`src/rtl/prism_sp_acp_copy_seq_pkg.sv`:
```
// Shared definitions for the SP ACP block-copy sequencer: FSM state encoding
// and engine chunk sizes.
package prism_sp_config;

  typedef enum logic [2:0] {
    ST_IDLE,
    ST_CHECK,
    ST_ISSUE,
    ST_SETTLE,
    ST_WAIT,
    ST_FIN
  } state_t;

  localparam int CHUNK_BYTES_64 = 64;
  localparam int CHUNK_BYTES_16 = 16;

  function automatic logic is_aligned16(input logic [3:0] lsb);
    return lsb == 4'h0;
  endfunction

endpackage

```
`src/rtl/prism_sp_acp_copy_seq_chunk_sel.sv`:
```
// Chunk size selection: 64-byte chunk only when enough bytes remain and both
// current addresses sit on a 64-byte boundary, otherwise 16 bytes.
module prism_sp_acp_chunk_sel
  import prism_sp_config::*;
#(
  parameter int LEN_WIDTH = 16
) (
  input  logic [LEN_WIDTH-1:0] i_remaining,
  input  logic [5:0]           i_ram_lsb,
  input  logic [5:0]           i_axi_lsb,
  output logic                 o_len64,
  output logic [LEN_WIDTH-1:0] o_incr
);

  always_comb begin
    o_len64 = (i_remaining >= LEN_WIDTH'(CHUNK_BYTES_64)) &&
              (i_ram_lsb == 6'd0) && (i_axi_lsb == 6'd0);
    o_incr  = o_len64 ? LEN_WIDTH'(CHUNK_BYTES_64) : LEN_WIDTH'(CHUNK_BYTES_16);
  end

endmodule

```
`src/rtl/prism_sp_acp_copy_seq.sv`:
```
// Block-copy sequencer: validates one copy request, then walks it as a series
// of 64/16-byte engine transactions, one start pulse per chunk.
module prism_sp_acp_copy_seq
  import prism_sp_config::*;
#(
  parameter int ACPRAM_ADDR_WIDTH = 20,
  parameter int LEN_WIDTH         = 16
) (
  input  logic                          clk,
  input  logic                          rst,
  input  logic                          req_valid,
  output logic                          req_ready,
  input  logic                          req_dir,
  input  logic [ACPRAM_ADDR_WIDTH+3:0]  req_acpram_addr,
  input  logic [39:0]                   req_axi_addr,
  input  logic [LEN_WIDTH-1:0]          req_len,
  input  logic                          abort,
  output logic                          eng_read,
  output logic                          eng_write,
  output logic [ACPRAM_ADDR_WIDTH-1:0]  eng_acpram_addr,
  output logic [39:0]                   eng_axi_addr,
  output logic                          eng_len,
  input  logic                          eng_busy,
  output logic                          busy,
  output logic                          done,
  output logic                          err,
  output logic                          aborted,
  output logic [LEN_WIDTH-5:0]          chunks_done
);

  localparam int RAW = ACPRAM_ADDR_WIDTH + 4;
  localparam int CW  = LEN_WIDTH - 4;

  state_t               r_state;
  state_t               w_next;
  logic                 r_dir;
  logic [RAW-1:0]       r_cur_ram;
  logic [39:0]          r_cur_axi;
  logic [LEN_WIDTH-1:0] r_rem;
  logic [CW-1:0]        r_chunks;
  logic                 r_err;
  logic                 r_aborted;
  logic                 r_abort_seen;

  logic                 w_len64;
  logic [LEN_WIDTH-1:0] w_incr;
  logic [LEN_WIDTH-1:0] w_rem_next;
  logic                 w_last;
  logic [RAW:0]         w_end;
  logic                 w_overflow;
  logic                 w_reject;
  logic                 w_stop;

  prism_sp_acp_chunk_sel #(
    .LEN_WIDTH (LEN_WIDTH)
  ) u_chunk_sel (
    .i_remaining (r_rem),
    .i_ram_lsb   (r_cur_ram[5:0]),
    .i_axi_lsb   (r_cur_axi[5:0]),
    .o_len64     (w_len64),
    .o_incr      (w_incr)
  );

  // End address is formed one bit wider so a request ending exactly at the
  // top of ACP RAM is legal and anything past it cannot wrap back in range.
  always_comb begin
    w_end      = {1'b0, r_cur_ram} + (RAW+1)'(r_rem);
    w_overflow = w_end > {1'b1, {RAW{1'b0}}};
    w_reject   = (r_rem == '0) || !is_aligned16(r_rem[3:0]) ||
                 !is_aligned16(r_cur_ram[3:0]) || !is_aligned16(r_cur_axi[3:0]) ||
                 w_overflow;
    w_rem_next = r_rem - w_incr;
    w_last     = (w_rem_next == '0);
    w_stop     = r_abort_seen || abort;
  end

  always_ff @(posedge clk) begin
    if (rst) r_state <= ST_IDLE;
    else     r_state <= w_next;
  end

  always_comb begin
    w_next = r_state;
    case (r_state)
      ST_IDLE:   if (req_valid) w_next = ST_CHECK;
      ST_CHECK:  w_next = w_reject ? ST_FIN : ST_ISSUE;
      ST_ISSUE:  w_next = ST_SETTLE;
      ST_SETTLE: w_next = ST_WAIT;
      ST_WAIT: begin
        if (!eng_busy) begin
          if (w_last || w_stop) w_next = ST_FIN;
          else                  w_next = ST_ISSUE;
        end
      end
      ST_FIN:    w_next = ST_IDLE;
      default:   w_next = ST_IDLE;
    endcase
  end

  always_ff @(posedge clk) begin
    if (rst) begin
      r_dir        <= 1'b0;
      r_cur_ram    <= '0;
      r_cur_axi    <= '0;
      r_rem        <= '0;
      r_chunks     <= '0;
      r_err        <= 1'b0;
      r_aborted    <= 1'b0;
      r_abort_seen <= 1'b0;
    end else begin
      case (r_state)
        ST_IDLE: begin
          if (req_valid) begin
            r_dir     <= req_dir;
            r_cur_ram <= req_acpram_addr;
            r_cur_axi <= req_axi_addr;
            r_rem     <= req_len;
            r_chunks  <= '0;
            r_err     <= 1'b0;
            r_aborted <= 1'b0;
          end
        end
        ST_CHECK: begin
          r_abort_seen <= 1'b0;
          if (w_reject) r_err <= 1'b1;
        end
        ST_ISSUE, ST_SETTLE: begin
          if (abort) r_abort_seen <= 1'b1;
        end
        ST_WAIT: begin
          if (abort) r_abort_seen <= 1'b1;
          // Chunk retires only once the engine drops busy; abort is honoured here.
          if (!eng_busy) begin
            r_cur_ram    <= r_cur_ram + RAW'(w_incr);
            r_cur_axi    <= r_cur_axi + 40'(w_incr);
            r_rem        <= w_rem_next;
            r_chunks     <= r_chunks + CW'(1);
            r_abort_seen <= 1'b0;
            if (!w_last && w_stop) r_aborted <= 1'b1;
          end
        end
        default: ;
      endcase
    end
  end

  always_comb begin
    req_ready       = (r_state == ST_IDLE);
    busy            = (r_state != ST_IDLE);
    eng_read        = (r_state == ST_ISSUE) && !r_dir;
    eng_write       = (r_state == ST_ISSUE) && r_dir;
    eng_acpram_addr = r_cur_ram[RAW-1:4];
    eng_axi_addr    = r_cur_axi;
    eng_len         = w_len64;
    done            = (r_state == ST_FIN);
    err             = r_err;
    aborted         = r_aborted;
    chunks_done     = r_chunks;
  end

endmodule

```
`config.mk`:
```
export PLATFORM = sky130hd
export DESIGN_NAME = prism_sp_acp_copy_seq
export DESIGN_NICKNAME = d
export VERILOG_FILES = /design/src/rtl/prism_sp_acp_copy_seq_pkg.sv /design/src/rtl/prism_sp_acp_copy_seq_chunk_sel.sv /design/src/rtl/prism_sp_acp_copy_seq.sv
export SDC_FILE = /design/constraint.sdc
export NUM_CORES = 1
export LEC_CHECK = 0
export CORE_MARGIN = 4
export CORE_UTILIZATION = 30
export DETAILED_ROUTE_END_ITERATION = 10
export HOLD_SLACK_MARGIN = 0.15
export REMOVE_ABC_BUFFERS = 1
export SYNTH_ARGS = -nofsm -noshare
export SYNTH_HDL_FRONTEND = slang
export SYNTH_SLANG_ARGS = --single-unit
```
`constraint.sdc`:
```
create_clock -name clk -period 5.25 [get_ports clk]
set_input_delay 1.575 -clock clk [delete_from_list [all_inputs] [get_ports clk]]
set_output_delay 1.575 -clock clk [all_outputs]
set_load 0.01 [all_outputs]
```
## Word-level counts from Yosys, hierarchy flattened

Cells that the tools add are included.

| word-level totals | value |
|---|---|
| register bits | 99 |
| bits of input ports | 86 |
| output and inout port bits | 80 |
| word-level logic and storage cells | 86 |

| operators by class | value |
|---|---|
| add/subtract/negate cells | 5 |
| $lt $le $gt $ge | 2 |
| eq/ne operators | 9 |
| multiplexer cells | 27 |
| reduce and logical (&&, ||, !) cells | 34 |

Operators with widths:

| kind | count |
|---|---|
| 40-bit two-way mux | 2 |
| 40-bit one-hot mux with 2 select lines | 1 |
| 24-bit two-way mux | 2 |
| 24-bit one-hot mux with 2 select lines | 1 |
| 40-bit by 16-bit adder with 40-bit output | 1 |
| 16-bit zero test | 2 |
| 16-bit two-way mux | 2 |
| 16-bit one-hot mux with 2 select lines | 1 |
| 24-bit by 16-bit adder with 25-bit output | 1 |
| 25-bit > comparator (second input constant) | 1 |
| 24-bit by 16-bit adder with 24-bit output | 1 |
| 12-bit two-way mux | 2 |
| 12-bit one-hot mux with 2 select lines | 1 |
| 16-bit by 7-bit >= comparator with 1-bit output (second input constant) | 1 |
| 16-bit subtractor | 1 |
| 3-bit one-hot mux with 5 select lines | 1 |
| 12-bit by 1-bit adder with 12-bit output (second input constant) | 1 |
| 4-bit zero test | 3 |
| 6-bit zero test | 2 |
| 3-bit two-way mux | 4 |
| 2-bit inequality test (second input constant) | 4 |
| 7-bit two-way mux | 1 |
| 3-bit by 2-bit equality test with 1-bit output (second input constant) | 2 |
| 3-bit equality test (second input constant) | 2 |
| other kinds (14) | 37 |

## Longest topological paths before layout

| logic depth | value |
|---|---|
| depth in word-level cells | 11 |
| gate-level depth with buffers | 15 |
| gate-level depth less buffers | 13 |

## By module

A second synthesis with hierarchy kept.

| second synthesis, totals | value |
|---|---|
| cell total of the unflattened synthesis | 1160 |
| area, all modules | 8699.6 um2 |

By module, submodules not included:

| module | instances | cells an instance | area each (um2) | seq. area each (um2) |
|---|---|---|---|---|
| prism_sp_acp_copy_seq | 1 | 1134 | 8504.4 | 1981.9 |
| prism_sp_acp_chunk_sel | 1 | 26 | 195.2 | 0.0 |

## Least setup slack after synthesis

OpenSTA, ideal clock, no wires.

| timing | value |
|---|---|
| path kind | register to register |
| start point | register r_cur_axi[0] (netlist: eng_axi_addr[0]) |
| end point | register r_state[1] |
| setup time | 0.120 ns |
| arrival | 3.311 ns |
| required time | 5.130 ns |
| slack | 1.819 ns |
| cell stages (with the launch flop) | 14 |
| path buffers | 1 |
| period minus slack after synthesis | 3.431 ns |
| path through | dfxtp_1 or4_1 nor2_1 nand4_1 ha_1 ha_1 nand2b_1 and3_1 clkbuf_1 o41ai_1 a22oi_1 o41ai_1 nor3_1 a211o_1 |

| between the ends | value |
|---|---|
| word-level cells in the longest chain between the ends | 9 |
| elaborated cells between the ends (all ways) | 14 |
| those cells by class | 1 x add/sub; 5 x mux; 8 x reduce/logical |

Ends and longest elaborated chain:

| element | RTL line | RTL |
|---|---|---|
| from (decl) | prism_sp_acp_copy_seq.sv:38 | `logic [39:0] r_cur_axi;` |
| from (signal assigned) | prism_sp_acp_copy_seq.sv:116 | `r_cur_axi <= req_axi_addr;` |
| from (signal assigned) | prism_sp_acp_copy_seq.sv:135 | `r_cur_axi <= r_cur_axi + 40'(w_incr);` |
| 6-bit zero test | prism_sp_acp_copy_seq_chunk_sel.sv:17 | `(i_ram_lsb == 6'd0) && (i_axi_lsb == 6'd0);` |
| 1-bit logical AND | prism_sp_acp_copy_seq_chunk_sel.sv:17 |  |
| 7-bit two-way mux | prism_sp_acp_copy_seq_chunk_sel.sv:18 | `o_incr = o_len64 ? LEN_WIDTH'(CHUNK_BYTES_64) : LEN_WIDTH'(CHUNK_BYTES_16);` |
| 16-bit subtractor | prism_sp_acp_copy_seq.sv:72 | `w_rem_next = r_rem - w_incr;` |
| 16-bit zero test | prism_sp_acp_copy_seq.sv:73 | `w_last = (w_rem_next == '0);` |
| 1-bit logical OR | prism_sp_acp_copy_seq.sv:91 | `if (w_last \|\| w_stop) w_next = ST_FIN;` |
| 3-bit two-way mux | prism_sp_acp_copy_seq.sv:91 |  |
| 3-bit two-way mux | prism_sp_acp_copy_seq.sv:90 | `if (!eng_busy) begin` |
| 3-bit one-hot mux with 5 select lines (*) | prism_sp_acp_copy_seq.sv:84 | `case (r_state)` |
| to (signal assigned) | prism_sp_acp_copy_seq.sv:79 | `else r_state <= w_next;` |
| to (decl) | prism_sp_acp_copy_seq.sv:34 | `state_t r_state;` |

Every way passes the cells marked *; elsewhere a longest branch is shown, timed or not. The select of a mux whose other input is x is not followed.
A chain may end at the register's enable or synchronous reset.

## Final worst setup path

| timing | value |
|---|---|
| start point | register r_cur_ram[3] |
| end point | output port eng_len |

| between the ends | value |
|---|---|
| word-level cells in the longest chain between the ends | 3 |

Ends and longest elaborated chain:

| element | RTL line | RTL |
|---|---|---|
| from (decl) | prism_sp_acp_copy_seq.sv:37 | `logic [RAW-1:0] r_cur_ram;` |
| from (signal assigned) | prism_sp_acp_copy_seq.sv:115 | `r_cur_ram <= req_acpram_addr;` |
| from (signal assigned) | prism_sp_acp_copy_seq.sv:134 | `r_cur_ram <= r_cur_ram + RAW'(w_incr);` |
| 6-bit zero test | prism_sp_acp_copy_seq_chunk_sel.sv:17 |  |
| 1-bit logical AND | prism_sp_acp_copy_seq_chunk_sel.sv:16 | `o_len64 = (i_remaining >= LEN_WIDTH'(CHUNK_BYTES_64)) &&` |
| 1-bit logical AND | prism_sp_acp_copy_seq_chunk_sel.sv:17 |  |
| to (decl) | prism_sp_acp_copy_seq.sv:22 | `output logic eng_len,` |

Every way passes these cells.

==> impl_metrics.json <==
{
  "outcome": "complete, no violations",
  "htreeDepth": 3,
  "design_area_sq_um": 9190,
  "wl_microns": 24000,
  "die_width_microns": 163,
  "cts_tree": "yes",
  "min_period_over_period_pct": 79.4,
  "grt_max_degree": 77,
  "path_max_fanout": 5,
  "cts_sinks": 99,
  "diodes": 0,
  "rows": 56,
  "core_sq_um": 23500,
  "drtPass1Iterations": 5,
  "async_flop_share_pct": 0,
  "globalRouteOverflowTotal": 0,
  "dp_hpwl_microns": 17300,
  "clk_latency_ns": 0.36,
  "cp.required_ns": 3.68,
  "post_cts_buffers": 0,
  "p_leak_nw": 3.23,
  "seq_area_sq_um": 1980,
  "area_growth_pct": 27.8,
  "worst_slack_ns": 1.08,
  "num_vias": 7617,
  "synth_seq_area_share_pct": 27.5,
  "fin_crit_ns": 4.17,
  "drv_cap": 0,
  "layout.nets": 1218,
  "cts_resized": 0,
  "portBuffers": 165,
  "netlist_area_sq_um": 7200,
  "multi_input_area_sq_um": 4680,
  "arrival_ns": 2.59,
  "cts_inserted_buffers": 9,
  "skew_ns": 0.0122,
  "cts_root_buffer": "clkbuf_16",
  "antenna_found_initial": 1,
  "place.gp.congestion": 0.870,
  "synth_edf_count": 0,
  "rr_worst_depth": 12,
  "synth_seq_cells": 99,
  "clkTransAtPathRegs_ns": 0.08,
  "boundaryPins": 166,
  "worst_pin_slew_ns": 0.984,
  "fp.dieH_microns": 163,
  "ys.flop_type": "dfxtp_1",
  "timing.hold.ws_ns": 0.468,
  "ir_drop_mv": 0.245,
  "setup_viol": 0,
  "crit_type": "reg2out",
  "synth.distinct_cells": 81,
  "place_area_sq_um": 8890,
  "hold_viol": 0,
  "drive_gt1_share_pct": 4.87,
  "start_kind": "flop",
  "fmax_mhz": 240,
  "rsz0062_at_grt": "false",
  "tns_ns": 0,
  "pre_cts_ws_ns": 1.23,
  "power.density_nw_per_um2": 497,
  "drtIter0Drc": 631,
  "fillers": 2514,
  "avgSynthCellArea_sq_um": 7.15,
  "vias_per_cell": 5.34,
  "grt_pass1_wl_microns": 38300,
  "grtUsageTotal_pct": 17.5,
  "hold_depth": 2,
  "finalPower_mw": 4.57,
  "drc_errors": 0,
  "ant_nets": 0,
  "syn_inst": 1006,
  "drv_slew": 0,
  "dieArea_sq_um": 26500,
  "cts_buffer_depth": 2,
  "wire_per_inst_microns": 16.8,
  "slew_headroom_pct": 34.1,
  "yosysWarnings": 0,
  "hold_class": "reg2reg",
  "start_util_pct": 30.6,
  "cts_hold_buf": 0,
  "grt_pass1_vias": 7192,
  "end_kind": "primary output"
}
[final timing paths]
path	from	endpoint	slack [ns]
max	r_cur_ram[3]	eng_len	1.08
min	r_dir	r_dir	0.47
max reg2reg	r_cur_ram[3]	r_state[1]	1.23
min reg2reg	r_dir	r_dir	0.47
[report_power, final]
part	switching (mW)	total (mW)	internal, mW
Sequential	0.336	1.29	0.952
Combinational	1.46	2.57	1.11
Clock	0.334	0.709	0.375
Total	2.13	4.57	2.44
[routing by layer]
layer | vias up | track usage, % | routed length (microns)
met5 | - | 0 | 12
met2 | 212 | 27.6 | 10800
li1 | 3843 | - | -
met3 | 27 | 3.97 | 1450
met1 | 3533 | 24.2 | 11400
met4 | 2 | 4.46 | 349
[cell families after synthesis]
family | Yosys count | synth area share, %
xor+xnor | 20 | 2.43
flops | 99 | 27.5
simple gates | 419 | 27.9
mux | 4 | 0.591
compound gates | 321 | 28.6
fa+ha+maj | 29 | 5.15
buf+inv | 114 | 7.81
[cell usage after synthesis, drive strengths merged (3+ instances only)]
| library cell | count | area share (%) |
|---|---|---|
| a21oi | 102 | 7.1 |
| nand3 | 34 | 2.5 |
| nor2 | 130 | 6.8 |
| buf | 35 | 3.3 |
| and4 | 5 | 0.64 |
| o31ai | 7 | 0.73 |
| ha | 28 | 4.9 |
| nor3 | 27 | 1.9 |
| and2 | 8 | 0.71 |
| a221oi | 4 | 0.49 |
| dfxtp | 99 | 28 |
| nand2b | 6 | 0.52 |
| o21a | 7 | 0.73 |
| xnor2 | 8 | 0.97 |
| o21ai | 73 | 5.1 |
| nor2b | 6 | 0.52 |
| a311oi | 4 | 0.49 |
| clkbuf | 52 | 3.1 |
| inv | 27 | 1.4 |
| nand4 | 25 | 2.2 |
| nand2 | 127 | 6.7 |
| a22oi | 20 | 2.1 |
| a2bb2oi | 5 | 0.61 |
| xor2 | 12 | 1.5 |
| a31oi | 8 | 0.70 |
| nor4 | 13 | 1.5 |
| a21o | 7 | 0.75 |
| or4 | 5 | 0.64 |
| or3 | 7 | 0.63 |
| o211ai | 6 | 0.70 |
| a32o | 3 | 0.42 |
| and3 | 15 | 1.3 |
| a31o | 3 | 0.37 |
| o22ai | 12 | 1.0 |
| a211oi | 26 | 2.9 |
| o21bai | 5 | 0.52 |
| o41ai | 9 | 1.1 |
[cells in the final DEF, fill, tap and decap left out, types with 7 or more instances in the layout]
| cell | instances |
|---|---|
| a211oi_1 | 25 |
| a21oi_1 | 102 |
| a22oi_1 | 20 |
| a31oi_1 | 8 |
| and2_1 | 7 |
| and3_1 | 15 |
| clkbuf_16 | 9 |
| clkdlybuf4s50_1 | 164 |
| dfxtp_1 | 99 |
| ha_1 | 28 |
| inv_1 | 27 |
| nand2_1 | 126 |
| nand3_1 | 32 |
| nand4_1 | 25 |
| nor2_1 | 129 |
| nor3_1 | 27 |
| nor4_1 | 10 |
| o21a_1 | 7 |
| o21ai_0 | 70 |
| o22ai_1 | 12 |
| o31ai_1 | 7 |
| o41ai_1 | 9 |
| xnor2_1 | 8 |
| xor2_1 | 12 |
[cell type report]
type | count | area share, %
Clock buffer | 10 | 2.49
Clock inverter | 6 | 0.776
Tap cell | 319 | 4.34
Inverter | 27 | 1.10
Sequential cell | 99 | 21.6
Multi-Input combinational cell | 793 | 50.9
Timing Repair Buffer | 173 | 18.8
[sequential cells by signal (all words and copies together) (netlist names)]
register and cells:
eng_axi_addr 40, r_dir 1, r_cur_ram 24, err 1
r_state 3, aborted 1, chunks_done 12, r_rem 16
r_abort_seen 1
[per-stage QoR]
stage | cells | utilization, %
after floorplan | 919 | -
after global placement | 1411 | 37.8
after detailed placement | 1411 | 37.8
after CTS | 1427 | 39.0
after global routing | 1427 | 39.0
final | 1427 | 39.0
[critical path, stage by stage (launching register included)]
cell and delay, ns:
dfxtp_1 0.33, or4_1 0.54, nor2_1 0.24, nand4_1 0.33, inv_1 0.22, clkdlybuf4s50_1 0.59
No activity file was read; power rests on OpenSTA's default activity.
